==> src/rtl/cpu_pkg.sv <==
// Shared codes for the sequencer and the datapath: opcodes, FSM states,
// ALU / write-back select encodings and instruction field positions.
package cpu_pkg;
    localparam logic [3:0] OP_LOAD  = 4'h0;
    localparam logic [3:0] OP_STORE = 4'h1;
    localparam logic [3:0] OP_ADD   = 4'h2;
    localparam logic [3:0] OP_LOADC = 4'h3;
    localparam logic [3:0] OP_SUB   = 4'h4;
    localparam logic [3:0] OP_JMPZ  = 4'h5;
    localparam logic [3:0] OP_JMP   = 4'h6;
    localparam logic [3:0] OP_HALT  = 4'hF;

    typedef enum logic [3:0] {
        S_FETCH, S_DECODE, S_LOAD, S_STORE, S_ADD,
        S_SUB, S_LOADC, S_JMPZ, S_JMP, S_HALT
    } state_t;

    localparam logic [1:0] ALU_PASS = 2'b00;
    localparam logic [1:0] ALU_ADD  = 2'b01;
    localparam logic [1:0] ALU_SUB  = 2'b10;

    localparam logic [1:0] MUX_ALU   = 2'b00;
    localparam logic [1:0] MUX_MEM   = 2'b01;
    localparam logic [1:0] MUX_CONST = 2'b10;

    localparam int OP_MSB = 15, OP_LSB = 12;
    localparam int RA_MSB = 11, RA_LSB = 8;
    localparam int RB_MSB = 7,  RB_LSB = 4;
    localparam int RC_MSB = 3,  RC_LSB = 0;
    localparam int K8_MSB = 7,  K8_LSB = 0;
endpackage

==> src/rtl/control_unit_if.sv <==
// Instruction-memory and datapath control bundle between control_unit
// (master) and the memory / Datapath_Unit side (slave).
interface control_unit_if #(parameter int PC_W = 8);
    logic [PC_W-1:0] i_addr;
    logic            i_rd;
    logic [15:0]     i_data;
    logic            zero;
    logic [1:0]      alu_op;
    logic [1:0]      mux1_sel;
    logic [7:0]      register_const;
    logic [7:0]      D_addr;
    logic            D_rd;
    logic            D_wr;
    logic            reg_write_en;
    logic [3:0]      reg_write_addr;
    logic [3:0]      reg_read_addr_1;
    logic [3:0]      reg_read_addr_2;
    logic            reg_read_en_1;
    logic            reg_read_en_2;
    logic [PC_W-1:0] pc;
    logic            halted;

    modport master (
        output i_addr, i_rd, alu_op, mux1_sel, register_const, D_addr, D_rd, D_wr,
               reg_write_en, reg_write_addr, reg_read_addr_1, reg_read_addr_2,
               reg_read_en_1, reg_read_en_2, pc, halted,
        input  i_data, zero
    );

    modport slave (
        input  i_addr, i_rd, alu_op, mux1_sel, register_const, D_addr, D_rd, D_wr,
               reg_write_en, reg_write_addr, reg_read_addr_1, reg_read_addr_2,
               reg_read_en_1, reg_read_en_2, pc, halted,
        output i_data, zero
    );
endinterface

==> src/rtl/program_counter.sv <==
// Program counter with increment, signed 8-bit relative load and absolute load.
module program_counter #(
    parameter int PC_W = 8
) (
    input  logic            clk,
    input  logic            rst,
    input  logic            inc,
    input  logic            load_rel,
    input  logic            load_abs,
    input  logic [7:0]      offset,
    input  logic [7:0]      target,
    output logic [PC_W-1:0] pc
);
    logic [PC_W+7:0] offset_ext;
    logic [PC_W+7:0] target_ext;

    // Widen first, then slice: works for any PC_W, wider or narrower than 8.
    assign offset_ext = {{PC_W{offset[7]}}, offset};
    assign target_ext = {{PC_W{1'b0}}, target};

    always_ff @(posedge clk or posedge rst) begin
        if (rst) begin
            pc <= '0;
        end else if (load_abs) begin
            pc <= target_ext[PC_W-1:0];
        end else if (load_rel) begin
            pc <= pc + offset_ext[PC_W-1:0];
        end else if (inc) begin
            pc <= pc + PC_W'(1);
        end
    end
endmodule

==> src/rtl/control_unit.sv <==
// Three-cycle fetch/decode/execute sequencer driving Datapath_Unit controls.
// Control outputs are registered as the state is entered, so reset clears them at once.
module control_unit
    import cpu_pkg::*;
#(
    parameter int PC_W = 8
) (
    input  logic clk,
    input  logic rst,
    control_unit_if.master bus
);
    state_t          state;
    logic [7:0]      ir_k8;
    logic [PC_W-1:0] pc_q;
    logic [3:0]      op_in;
    logic [3:0]      ra_in;
    logic [3:0]      rb_in;
    logic [3:0]      rc_in;
    logic [7:0]      k8_in;

    assign op_in = bus.i_data[OP_MSB:OP_LSB];
    assign ra_in = bus.i_data[RA_MSB:RA_LSB];
    assign rb_in = bus.i_data[RB_MSB:RB_LSB];
    assign rc_in = bus.i_data[RC_MSB:RC_LSB];
    assign k8_in = bus.i_data[K8_MSB:K8_LSB];

    program_counter #(.PC_W(PC_W)) u_program_counter (
        .clk      (clk),
        .rst      (rst),
        .inc      (state == S_DECODE),
        .load_rel (state == S_JMPZ && bus.zero),
        .load_abs (state == S_JMP),
        .offset   (ir_k8),
        .target   (ir_k8),
        .pc       (pc_q)
    );

    assign bus.pc     = pc_q;
    assign bus.i_addr = pc_q;
    // Gated with rst so the strobe is silent while reset is held.
    assign bus.i_rd   = (state == S_FETCH) && !rst;

    always_ff @(posedge clk or posedge rst) begin
        if (rst) begin
            state <= S_FETCH;
            ir_k8 <= '0;
            bus.alu_op <= ALU_PASS;  bus.mux1_sel <= MUX_ALU;  bus.register_const <= '0;
            bus.D_addr <= '0;  bus.D_rd <= 1'b0;  bus.D_wr <= 1'b0;
            bus.reg_write_en <= 1'b0;  bus.reg_write_addr <= '0;
            bus.reg_read_addr_1 <= '0;  bus.reg_read_addr_2 <= '0;
            bus.reg_read_en_1 <= 1'b0;  bus.reg_read_en_2 <= 1'b0;
            bus.halted <= 1'b0;
        end else begin
            bus.alu_op <= ALU_PASS;  bus.mux1_sel <= MUX_ALU;  bus.register_const <= '0;
            bus.D_addr <= '0;  bus.D_rd <= 1'b0;  bus.D_wr <= 1'b0;
            bus.reg_write_en <= 1'b0;  bus.reg_write_addr <= '0;
            bus.reg_read_addr_1 <= '0;  bus.reg_read_addr_2 <= '0;
            bus.reg_read_en_1 <= 1'b0;  bus.reg_read_en_2 <= 1'b0;
            bus.halted <= 1'b0;
            unique case (state)
                S_FETCH: state <= S_DECODE;
                S_DECODE: begin
                    ir_k8 <= k8_in;
                    case (op_in)
                        OP_LOAD: begin
                            state <= S_LOAD;
                            bus.D_rd <= 1'b1;  bus.D_addr <= k8_in;  bus.mux1_sel <= MUX_MEM;
                            bus.reg_write_en <= 1'b1;  bus.reg_write_addr <= ra_in;
                        end
                        OP_STORE: begin
                            state <= S_STORE;
                            bus.D_wr <= 1'b1;  bus.D_addr <= k8_in;
                            bus.reg_read_en_1 <= 1'b1;  bus.reg_read_addr_1 <= ra_in;
                        end
                        OP_ADD, OP_SUB: begin
                            state <= (op_in == OP_ADD) ? S_ADD : S_SUB;
                            bus.alu_op <= (op_in == OP_ADD) ? ALU_ADD : ALU_SUB;
                            bus.reg_read_en_1 <= 1'b1;  bus.reg_read_addr_1 <= rb_in;
                            bus.reg_read_en_2 <= 1'b1;  bus.reg_read_addr_2 <= rc_in;
                            bus.reg_write_en <= 1'b1;  bus.reg_write_addr <= ra_in;
                        end
                        OP_LOADC: begin
                            state <= S_LOADC;
                            bus.register_const <= k8_in;  bus.mux1_sel <= MUX_CONST;
                            bus.reg_write_en <= 1'b1;  bus.reg_write_addr <= ra_in;
                        end
                        OP_JMPZ: begin
                            state <= S_JMPZ;
                            bus.reg_read_en_1 <= 1'b1;  bus.reg_read_addr_1 <= ra_in;
                        end
                        OP_JMP: state <= S_JMP;
                        OP_HALT: begin
                            state <= S_HALT;
                            bus.halted <= 1'b1;
                        end
                        default: state <= S_FETCH;
                    endcase
                end
                S_HALT: begin
                    state <= S_HALT;
                    bus.halted <= 1'b1;
                end
                default: state <= S_FETCH;
            endcase
        end
    end
endmodule

==> src/flat_wrapper.sv <==
// flat-port wrapper written by rule: the top's interface ports become plain ports
module control_unit_flat import cpu_pkg::*;
#(
    parameter int PC_W = 8
)
  (clk, rst, bus_i_addr, bus_i_rd, bus_alu_op, bus_mux1_sel, bus_register_const, bus_D_addr, bus_D_rd, bus_D_wr, bus_reg_write_en, bus_reg_write_addr, bus_reg_read_addr_1, bus_reg_read_addr_2, bus_reg_read_en_1, bus_reg_read_en_2, bus_pc, bus_halted, bus_i_data, bus_zero);
  control_unit_if #(.PC_W(PC_W)) bus_i ();
  input  logic clk;
  input  logic rst;
  output wire logic [$bits(bus_i.i_addr)-1:0] bus_i_addr;
  output wire logic [$bits(bus_i.i_rd)-1:0] bus_i_rd;
  output wire logic [$bits(bus_i.alu_op)-1:0] bus_alu_op;
  output wire logic [$bits(bus_i.mux1_sel)-1:0] bus_mux1_sel;
  output wire logic [$bits(bus_i.register_const)-1:0] bus_register_const;
  output wire logic [$bits(bus_i.D_addr)-1:0] bus_D_addr;
  output wire logic [$bits(bus_i.D_rd)-1:0] bus_D_rd;
  output wire logic [$bits(bus_i.D_wr)-1:0] bus_D_wr;
  output wire logic [$bits(bus_i.reg_write_en)-1:0] bus_reg_write_en;
  output wire logic [$bits(bus_i.reg_write_addr)-1:0] bus_reg_write_addr;
  output wire logic [$bits(bus_i.reg_read_addr_1)-1:0] bus_reg_read_addr_1;
  output wire logic [$bits(bus_i.reg_read_addr_2)-1:0] bus_reg_read_addr_2;
  output wire logic [$bits(bus_i.reg_read_en_1)-1:0] bus_reg_read_en_1;
  output wire logic [$bits(bus_i.reg_read_en_2)-1:0] bus_reg_read_en_2;
  output wire logic [$bits(bus_i.pc)-1:0] bus_pc;
  output wire logic [$bits(bus_i.halted)-1:0] bus_halted;
  input wire logic [$bits(bus_i.i_data)-1:0] bus_i_data;
  input wire logic [$bits(bus_i.zero)-1:0] bus_zero;
  assign bus_i_addr = bus_i.i_addr;
  assign bus_i_rd = bus_i.i_rd;
  assign bus_alu_op = bus_i.alu_op;
  assign bus_mux1_sel = bus_i.mux1_sel;
  assign bus_register_const = bus_i.register_const;
  assign bus_D_addr = bus_i.D_addr;
  assign bus_D_rd = bus_i.D_rd;
  assign bus_D_wr = bus_i.D_wr;
  assign bus_reg_write_en = bus_i.reg_write_en;
  assign bus_reg_write_addr = bus_i.reg_write_addr;
  assign bus_reg_read_addr_1 = bus_i.reg_read_addr_1;
  assign bus_reg_read_addr_2 = bus_i.reg_read_addr_2;
  assign bus_reg_read_en_1 = bus_i.reg_read_en_1;
  assign bus_reg_read_en_2 = bus_i.reg_read_en_2;
  assign bus_pc = bus_i.pc;
  assign bus_halted = bus_i.halted;
  assign bus_i.i_data = bus_i_data;
  assign bus_i.zero = bus_zero;
  control_unit #(.PC_W(PC_W)) u_core (.clk(clk), .rst(rst), .bus(bus_i));
endmodule
==> config.mk <==
export PLATFORM = sky130hd
export DESIGN_NAME = control_unit_flat
export DESIGN_NICKNAME = d
export VERILOG_FILES = /design/src/rtl/cpu_pkg.sv /design/src/rtl/control_unit_if.sv /design/src/rtl/program_counter.sv /design/src/rtl/control_unit.sv /design/src/flat_wrapper.sv
export SDC_FILE = /design/constraint.sdc
export NUM_CORES = 1
export LEC_CHECK = 0
export BUFFER_PORTS_ARGS = -buffer_cell sky130_fd_sc_hd__buf_2
export CAP_MARGIN = 20
export CORE_ASPECT_RATIO = 1.2
export CORE_MARGIN = 2
export CORE_UTILIZATION = 52
export CTS_CLUSTER_SIZE = 30
export DETAILED_ROUTE_END_ITERATION = 12
export GPL_ROUTABILITY_DRIVEN = 1
export GPL_TIMING_DRIVEN = 1
export PLACE_DENSITY = 0.9
export SLEW_MARGIN = 5
export SYNTH_ARGS = -nofsm -noshare
export SYNTH_HDL_FRONTEND = slang
export SYNTH_SLANG_ARGS = --single-unit
==> constraint.sdc <==
create_clock -name clk -period 3.1 [get_ports clk]
set_clock_uncertainty 0.05 [all_clocks]
set_input_delay 0 -clock clk [delete_from_list [all_inputs] [get_ports clk]]
set_output_delay 0 -clock clk [all_outputs]
set_load 0.05 [all_outputs]
==> out/metrics.csv, run 1 <==
stage,metric,value,unit
routing,ant_nets,0,
floorplan,pin_count,74,
synthesis,ys_warn_count,0,
sta,hold_violations,0,
grt,grt_use_total,23.3,%
sta,drv_slew,0,
routing,drt-initial-drc-count,175,
worst_setup_path,crit_path_end_kind,flop,
sta,finalCriticalPeriod,2.84,ns
grt,grt_max_degree,46,
routing,route.detailed.drc,0,
worst_setup_path,reg2reg_depth,12,
synthesis,syn_inst,256,
worst_setup_path,start_kind,flop,
final_layout,finalInstanceArea,0.00333,sq mm
synthesis,synth.most_common_cell,dfrtp_1,
sta,finalSetupViolCount,0,
cts,h-tree-depth,3,
sta,fin_crit_sh,91.7,%
synthesis,seq_area_frac_synth,55.4,%
floorplan,die_y,81.7,um
grt,grt_pass1_wl,9420,um
routing,viasPerCell,5.27,
worst_setup_path,r2r_end,u_core.u_program_counter.pc[6],
placed_design,globalplace.congestion,0.898,
floorplan,die_w,68.8,um
job,max-cap-violations,0,
synthesis,async_flop_share,100,%
synthesis,yosysTopAreaCellShare,55.4,%
sta,fmax,352,MHz
final_layout,register_area,0.00145,sq mm
worst_setup_path,worst_r2r_startpoint,u_core.state[0],
power_and_ir_drop,seqPwrFrac,34.3,%
power_and_ir_drop,vdd_ir_drop_max,0.451,mV
hold_path,min_to,u_core.u_program_counter.pc[7],
cts,postCtsSetupBuffers,0,
synthesis,ys_types,44,
worst_setup_path,rrSetupSlack,0.26,ns
routing,via_count,2140,
worst_setup_path,path_class,reg -> reg,
synthesis,synth_area_leaders,"dfrtp_1 55%, and2_1 6.0%, nand2_1 4.9%",
power_and_ir_drop,power.share.clock,21.3,%
floorplan,coreArea,0.00490,sq mm
cts,clock_sinks,58,
synthesis,synth_commonest_cells,"58 x dfrtp_1, 34 x nand2_1, 27 x nor2_1, 25 x and2_1, 13 x a21oi_1",
hold_path,hold_class,in -> reg,
grt,grt_pass1_vias,2047,
final_layout,area_growth,27.0,%
power_and_ir_drop,p_leak,0.00179,uW
synthesis,yosysTopAreaCell,dfrtp_1,
routing,routed_wl,6020,um
sta,worst_pin_slew,0.917,ns
placed_design,place.port_buffers,73,
cts,clk_latency,0.33,ns
routing,drt-pass1-iter-count,4,
hold_path,hp-start,bus_zero,
sta,rsz0062_at_grt,no,
worst_setup_path,required,3.30,ns
floorplan,num_rows,28,
routing,post_drt_wl_per_cell,14.8,um
cts,root_buffer,clkbuf_8,
placed_design,placed_area,0.00297,sq mm
power_and_ir_drop,power_density,896,mW/mm^2
power_and_ir_drop,intPower,1650,uW
cts,cts_tree,yes,
final_layout,antenna_cells,0,
status,status,"finished, final reports clean",
final_layout,multiInputGateArea,0.00103,sq mm
sta,slew_headroom,38.8,%
hold_path,whs_path_depth,3,
placed_design,dp_hpwl,4150,um
worst_setup_path,cp_data_arrival_time,3.05,ns
grt,overflow,0,
synthesis,synth_area,0.00262,sq mm
final_layout,drive_above_1_share,28.9,%
cts,clkTransAtPathRegs,0.06,ns
synthesis,syn_nets,283,
cts,cts_max_path_buffers,2,
worst_setup_path,cp_max_fo,9,
grt,antenna_found_initial,0,
synthesis,synth_area_per_cell,10.2,sq um
synthesis,synth_seq_cells,58,
synthesis,synthFlopType,dfrtp_1,
power_and_ir_drop,swShare,44.8,%
power_and_ir_drop,p_sw,1340,uW
power_and_ir_drop,power_frac_comb,44.4,%
final_layout,nets,368,
final_layout,fill_cells,385,
cts,cts_buffers,9,
sta,setup_tns,0,ns
synthesis,synth_edf_count,0,
floorplan,initial_core_util,53.4,%
floorplan,die_area,0.00562,sq mm
[per-stage QoR]
step                utilization (%)  power, uW  hold slack (ns)  instances  worst slack [ns]
floorplan                         -       2120           0.0554        256             0.520
global placement               60.5       2280            0.172        373             0.430
detailed placement             60.5       2330            0.178        373             0.299
CTS                            67.7       2990            0.239        406             0.266
global route                   67.8       3180            0.272        406            0.0874
finish                         67.8       2980            0.234        406             0.258
[flip-flops by register name (all words and copies together) (netlist names), 2 cells and up]
| name | flops |
|---|---|
| u_core.u_program_counter.pc | 8 |
| u_core.bus.reg_read_addr_1 | 4 |
| u_core.bus.alu_op | 2 |
| u_core.ir_k8 | 8 |
| u_core.bus.reg_read_addr_2 | 4 |
| u_core.state | 4 |
| u_core.bus.mux1_sel | 2 |
| u_core.bus.D_addr | 8 |
| u_core.bus.reg_write_addr | 4 |
| u_core.bus.register_const | 8 |
[critical path, cell delays in order (launching register included)]
cell and delay [ns]:
dfrtp_1 0.41, nor2b_2 0.18, and4_1 0.30, nand2b_1 0.11
ha_1 0.20, inv_1 0.07, fa_1 0.39, nor2b_1 0.20
o31a_1 0.20, o21ai_2 0.07, nand3_1 0.07, or3b_1 0.34
a31oi_1 0.16
[repair_timing]
item                                    in CTS  in global routing
hold buffers                                17                  0
endpoints found under the setup margin       0                  1
gates resized for setup                      0                  1
endpoints found under the hold margin       87                  0
[per-layer routing]
metal	routed length [um]	GRT usage [%]	vias to the layer above
met3	333	6.44	15
li1	-	-	1016
met1	2390	27.9	1032
met2	3170	39.8	77
met4	128	8.04	0
met5	0	0	-
[cells in the final DEF (no fill, tap or decap), types with 3 or more instances in the layout]
cell / count
buf_2: 73
nor2_1: 27
and3_1: 6
ha_1: 7
and2_1: 25
nor2b_1: 3
clkbuf_8: 12
dfrtp_1: 58
dlygate4sd3_1: 17
a21oi_1: 13
a22oi_1: 4
nor3_1: 5
nand2_1: 34
xnor2_1: 5
inv_1: 9
[worst max path at each step]
stage,start,end,cells after the start
3_3_place_gp,u_core.state[3],u_core.u_program_counter.pc[7],11
5_1_grt,u_core.state[0],u_core.u_program_counter.pc[6],12
6_report,u_core.state[0],u_core.u_program_counter.pc[6],12
2_1_floorplan,u_core.state[0],u_core.u_program_counter.pc[6],13
4_1_cts,u_core.state[3],u_core.u_program_counter.pc[7],11
3_5_place_dp,u_core.state[0],u_core.u_program_counter.pc[6],12
[final cells by class]
type	instances	area share (%)
inverters	10	1.13
clock inverters	2	0.301
multi-input cells	170	31.0
repair buffers	92	16.5
clock buffers	14	5.19
well taps	60	2.26
flip-flops and latches	58	43.6
[cells by family (layout without fill, tap and decap cells)]
kind of cell             count (synthesis)  in the layout  synth area share (%)
adder cells (fa/ha/maj)                  9              9                  4.49
buffers and inverters                   28            118                  5.45
multiplexers                             2              2                 0.764
flip-flops                              58             58                  55.4
AND/OR/NAND/NOR                        117            117                  22.9
XOR/XNOR                                 6              6                  2.01
AO/OA/AOI/OAI                           36             36                  8.93
[power groups by stage]
stage               clock (uW)  combinational [uW]  sequential [uW]
CTS                        642                1320             1030
floorplan                    0                 834             1280
finish                     636                1320             1020
detailed placement           0                1300             1040
global route               679                1450             1050
global placement             0                1250             1030
Note: power is estimated with default switching activity, not from simulation.
==> run 2: changes to the inputs <==
- CORE_ASPECT_RATIO: 1.2 -> default
- CORE_UTILIZATION: 52 -> 53
- PLACE_DENSITY: 0.9 -> 0.91
- clock period: 3.1 -> 3.35 ns (I/O delays scaled with it)
==> run 2 against run 1 <==
Compared with the run above:
- flip-flop and latch count unchanged
- final area up 1.5%
- worst setup slack improved by 0.19 ns
- critical endpoint is now u_core.u_program_counter.pc[7]
- critical path depth fell by 1
- highest routed layer unchanged
- global-route usage up 1.1 points
==> out/metrics.csv, run 2 (synthesis results as in run 1) <==
stage,metric,value,unit
sta,whs,0.208,ns
final_layout,mostFrequentLayoutCell,buf_2,
floorplan,num_rows,25,
worst_setup_path,path_cells,"nor2b_2, and4_1, nand2_1, inv_1, ha_1, a211oi_1, o211ai_1, nand2_1, xnor2_1, mux2i_1, a221oi_1",
cts,h-tree-depth,3,
final_layout,layout_common_cells,"73 x buf_2, 58 x dfrtp_1, 34 x nand2_1",
cts,clock_sinks,58,
worst_setup_path,crit_path_end_kind,flop,
cts,postCtsSetupBuffers,0,
routing,via_count,2147,
routing,viasPerCell,5.20,
final_layout,antenna_cells,0,
worst_setup_path,cp_max_fo,9,
grt,antenna_found_initial,0,
power_and_ir_drop,power_density,862,mW/mm^2
sta,finalCriticalPeriod,2.90,ns
sta,fin_crit_sh,86.7,%
cts,postCtsResizedCells,0,
cts,cts_tree,yes,
placed_design,dp_hpwl,3960,um
routing,drt-initial-drc-count,139,
routing,drt-pass1-iter-count,4,
cts,postCtsHoldBufs,17,
power_and_ir_drop,intPower,1650,uW
hold_path,hold_class,in -> reg,
final_layout,nets,368,
grt,grt_pass1_wl,9860,um
routing,routed_wl,6060,um
final_layout,multiInputGateArea,0.00102,sq mm
sta,setup_tns,0,ns
power_and_ir_drop,power_frac_comb,42.1,%
placed_design,globalplace.congestion,0.871,
placed_design,place.port_buffers,73,
worst_setup_path,start_kind,flop,
worst_setup_path,path_class,reg -> reg,
routing,route.detailed.drc,0,
status,status,"finished, final reports clean",
sta,drv_slew,0,
sta,hold_violations,0,
power_and_ir_drop,swShare,43.3,%
grt,grt_pass1_vias,2129,
floorplan,die_area,0.00552,sq mm
grt,overflow,0,
routing,ant_nets,0,
floorplan,coreArea,0.00475,sq mm
final_layout,drive_above_1_share,28.9,%
power_and_ir_drop,vdd_ir_drop_max,0.504,mV
job,max-cap-violations,0,
worst_setup_path,required,3.52,ns
worst_setup_path,max_stage_delay,0.45,ns
floorplan,die_y,74.3,um
worst_setup_path,crit_top_cell,nand2_1,
cts,clk_latency,0.34,ns
grt,grt_max_degree,40,
routing,post_drt_wl_per_cell,14.7,um
cts,cts_buffers,9,
cts,root_buffer,clkbuf_8,
final_layout,area_growth,29.0,%
final_layout,finalInstanceArea,0.00338,sq mm
floorplan,initial_core_util,55.1,%
floorplan,die_w,74.3,um
power_and_ir_drop,power.share.clock,25.2,%
power_and_ir_drop,p_sw,1260,uW
sta,fmax,344,MHz
power_and_ir_drop,p_leak,0.00180,uW
sta,worst_pin_slew,0.801,ns
sta,slew_headroom,46.5,%
sta,rsz0062_at_grt,no,
power_and_ir_drop,seqPwrFrac,32.7,%
sta,finalSetupViolCount,0,
cts,clkTransAtPathRegs,0.06,ns
final_layout,register_area,0.00145,sq mm
final_layout,fill_cells,369,
final_layout,final_core_util,71.0,%
placed_design,placed_area,0.00298,sq mm
grt,grt_use_total,24.4,%
worst_setup_path,cp_data_arrival_time,3.08,ns
floorplan,pin_count,74,
cts,cts_max_path_buffers,2,
worst_setup_path,cp_slowest_cell,dfrtp_1,
## run 2: cell count changes in the layout (fill, tap and decap cells not counted), sizes merged
cell    change
clkbuf      -2
bufinv      +2
## run 2: stage by stage
step	worst slack, ns	total power (uW)	std cells
after floorplan	0.770	1960	256
after global placement	0.696	2110	380
after detailed placement	0.513	2160	380
after CTS	0.489	2910	413
after global routing	0.0984	3090	413
final	0.447	2910	413
## run 2: path summary, 6_finish.rpt
check,start,endpoint,depth (start not counted),slack (ns)
worst max-delay path,u_core.state[3],u_core.u_program_counter.pc[7],11,0.45
worst min-delay path,bus_zero,u_core.u_program_counter.pc[7],3,0.21
worst max register to register,u_core.state[3],u_core.u_program_counter.pc[7],11,0.45
worst min register to register,u_core.ir_k8[0],u_core.ir_k8[0],2,0.45
max in group asynchronous,rst,u_core.ir_k8[3],4,2.17
min in group asynchronous,rst,u_core.bus.alu_op[1],3,0.31
## run 2: cell type report
class	count	area share, %
clock buffers	12	4.59
clock inverters	4	2.19
inverters	10	1.11
multi-input cells	170	30.3
flip-flops and latches	58	43.0
well taps	67	2.48
repair buffers	92	16.3
## run 2: worst max-delay path, delay by kind of cell (launching register included)
kind | cells | cell delay [ns]
AO/OA/AOI/OAI | 3 | 0.89
XOR/XNOR | 1 | 0.15
adder cells (fa/ha/maj) | 1 | 0.23
flip-flops | 1 | 0.45
AND/OR/NAND/NOR | 4 | 0.82
multiplexers | 1 | 0.12
buffers and inverters | 1 | 0.08
## run 2: power by group through the flow
stage	Combinational [uW]	Clock, uW	Sequential (uW)
floorplan	771	0	1190
global placement	1160	0	956
detailed placement	1200	0	960
CTS	1220	740	950
global route	1350	773	970
finish	1230	734	951
## run 2: per-layer routing
| layer | up-vias | global-route usage [%] | share of wire [%] |
|---|---|---|---|
| met5 | - | 0 | 0 |
| met4 | 0 | 10.1 | 1.9 |
| met3 | 17 | 7.05 | 5.5 |
| met2 | 87 | 41.5 | 52 |
| met1 | 1031 | 29.3 | 40 |
| li1 | 1012 | - | - |
==> run 3: changes to the inputs <==
- CORE_UTILIZATION: 53 -> 52
- PLACE_DENSITY: 0.91 -> 0.8
- clock period: 3.35 -> 2.9 ns (I/O delays scaled with it)
==> run 3 against run 2 <==
Compared with the run above:
- die area grew 1.8%
- largest power group unchanged
- combinational power grew 16%
- hold slack worse by 0.13 ns
==> out/metrics.csv, run 3 (synthesis results as in run 1) <==
stage,metric,value,unit
routing,drt-pass1-iter-count,4,
placed_design,globalplace.congestion,0.893,
routing,ant_nets,0,
worst_setup_path,path_delay_family,simple AND/OR/NAND/NOR gates,
sta,whs,0.0790,ns
sta,fin_crit_sh,92.5,%
job,max-cap-violations,0,
hold_path,hold_class,in -> reg,
worst_setup_path,crit_start,u_core.state[0],
sta,hold_violations,0,
worst_setup_path,reg2reg_depth,12,
routing,route.detailed.drc,0,
cts,cts_tree,yes,
worst_setup_path,crit_buf_inv,1,
worst_setup_path,worst_r2r_startpoint,u_core.state[0],
power_and_ir_drop,seqPwrFrac,34.4,%
floorplan,coreArea,0.00479,sq mm
cts,h-tree-depth,3,
sta,finalSetupViolCount,0,
floorplan,initial_core_util,54.7,%
worst_setup_path,rrSetupSlack,0.22,ns
cts,clk_latency,0.33,ns
power_and_ir_drop,swShare,45.8,%
worst_setup_path,cp_max_fo,9,
grt,grt_pass1_vias,1991,
final_layout,layout_common_cells,"73 x buf_2, 58 x dfrtp_1, 34 x nand2_1",
worst_setup_path,cp_slowest_cell,dfrtp_1,
status,status,"finished, final reports clean",
worst_setup_path,max_stage_delay,0.41,ns
worst_setup_path,path_cells,"nor2b_2, and4_4, nand2b_1, ha_2, inv_1, fa_1, nor2b_2, o31a_1, o21ai_2, nand3_1, or3b_1, a31oi_1",
final_layout,drive_above_1_share,30.5,%
floorplan,die_area,0.00562,sq mm
worst_setup_path,crit_top_cell,nor2b_2,
routing,drt-initial-drc-count,97,
final_layout,fill_cells,380,
floorplan,die_w,75.0,um
grt,antenna_found_initial,0,
sta,rsz0062_at_grt,no,
power_and_ir_drop,power.share.clock,20.7,%
routing,viasPerCell,4.99,
worst_setup_path,cp_data_arrival_time,2.89,ns
sta,slew_headroom,53.5,%
power_and_ir_drop,finalPower,3190,uW
cts,clock_sinks,58,
cts,cts_buffers,9,
final_layout,nets,369,
routing,routed_wl,5780,um
grt,grt_pass1_wl,9270,um
worst_setup_path,start_kind,flop,
power_and_ir_drop,p_sw,1460,uW
grt,grt_max_degree,33,
final_layout,antenna_cells,0,
cts,cts_max_path_buffers,2,
final_layout,mostFrequentLayoutCell,buf_2,
worst_setup_path,path_class,reg -> reg,
worst_setup_path,r2r_end,u_core.u_program_counter.pc[6],
routing,post_drt_wl_per_cell,14.0,um
floorplan,pin_count,74,
sta,worst_pin_slew,0.695,ns
sta,drv_slew,0,
worst_setup_path,crit_path_end_kind,flop,
cts,clkTransAtPathRegs,0.07,ns
sta,finalCriticalPeriod,2.68,ns
worst_setup_path,required,3.11,ns
power_and_ir_drop,vdd_ir_drop_max,0.469,mV
floorplan,die_y,75.0,um
power_and_ir_drop,p_leak,0.00178,uW
power_and_ir_drop,intPower,1730,uW
power_and_ir_drop,power_frac_comb,44.8,%
grt,overflow,0,
cts,root_buffer,clkbuf_8,
worst_setup_path,endpoint,u_core.u_program_counter.pc[6],
final_layout,area_growth,27.8,%
routing,via_count,2064,
sta,setup_tns,0,ns
floorplan,num_rows,25,
placed_design,dp_hpwl,3880,um
placed_design,place.port_buffers,73,
grt,grt_use_total,22.6,%
sta,fmax,373,MHz
worst_setup_path,cp.depth,12,
power_and_ir_drop,power_density,953,mW/mm^2
-- run 3: cell types whose count changed in the layout (fill, tap and decap cells not counted), sizes merged --
| cell | previous run | this run |
|---|---|---|
| buf | 75 | 76 |
| bufinv | 2 | 0 |
| clkbuf | 12 | 10 |
| clkinvlp | 0 | 3 |
| inv | 10 | 11 |
-- run 3: power by group through the flow --
| stage | Combinational [uW] | Clock (uW) | Sequential [uW] |
|---|---|---|---|
| 2_1_floorplan | 891 | 0 | 1370 |
| 3_3_place_gp | 1350 | 0 | 1110 |
| 3_5_place_dp | 1380 | 0 | 1110 |
| 4_1_cts | 1400 | 668 | 1100 |
| 5_1_grt | 1560 | 702 | 1130 |
| 6_report | 1430 | 661 | 1100 |
-- run 3: metrics by stage --
step                      cell area [sq um]  worst slack, ns  cells  util, %
after floorplan                        2620            0.320    256        -
after global placement                 2980            0.245    380     62.2
after detailed placement               2980           0.0803    380     62.2
after CTS                              3330           0.0756    413     69.5
after global routing                   3350           0.0211    414     69.9
final                                  3350            0.216    414     69.9
-- run 3: worst min-delay path by stage --
| stage | to | start | slack, ns | cells past startpoint |
|---|---|---|---|---|
| 6_report | u_core.u_program_counter.pc[7] | bus_zero | 0.08 | 3 |
| 3_3_place_gp | u_core.state[0] | rst | 0.09 | 2 |
| 5_1_grt | u_core.u_program_counter.pc[7] | bus_zero | 0.12 | 3 |
| 3_5_place_dp | u_core.state[0] | rst | 0.1 | 2 |
| 4_1_cts | u_core.u_program_counter.pc[7] | bus_zero | 0.17 | 3 |
| 2_1_floorplan | u_core.ir_k8[0] | bus_i_data[0] | 0.06 | 2 |
-- run 3: area by class of cell --
cell class | instances | area, sq um | share of cell area [%]
clock inverters | 6 | 41.3 | 1.23
clock buffers | 10 | 138 | 4.11
flip-flops and latches | 58 | 1450 | 43.4
repair buffers | 93 | 558 | 16.7
inverters | 10 | 37.5 | 1.12
multi-input cells | 170 | 1040 | 31.0
well taps | 67 | 83.8 | 2.50
-- run 3: repair_timing --
item	4_1_cts	5_1_grt
endpoints found under the hold margin	74	0
hold buffers	17	0
endpoints found under the setup margin	0	3
buffers inserted	0	1
resized for setup	0	5
-- run 3: worst min-delay path: stages --
cell and delay, ns:
buf_2 0.08, and4_4 0.26, a221oi_1 0.08
-- run 3: metal layers --
metal / wire (um) / track usage, %
met5: 0 / 0
met2: 2960 / 37.3
met4: 176 / 13.7
met1: 2360 / 27.3
met3: 283 / 4.28
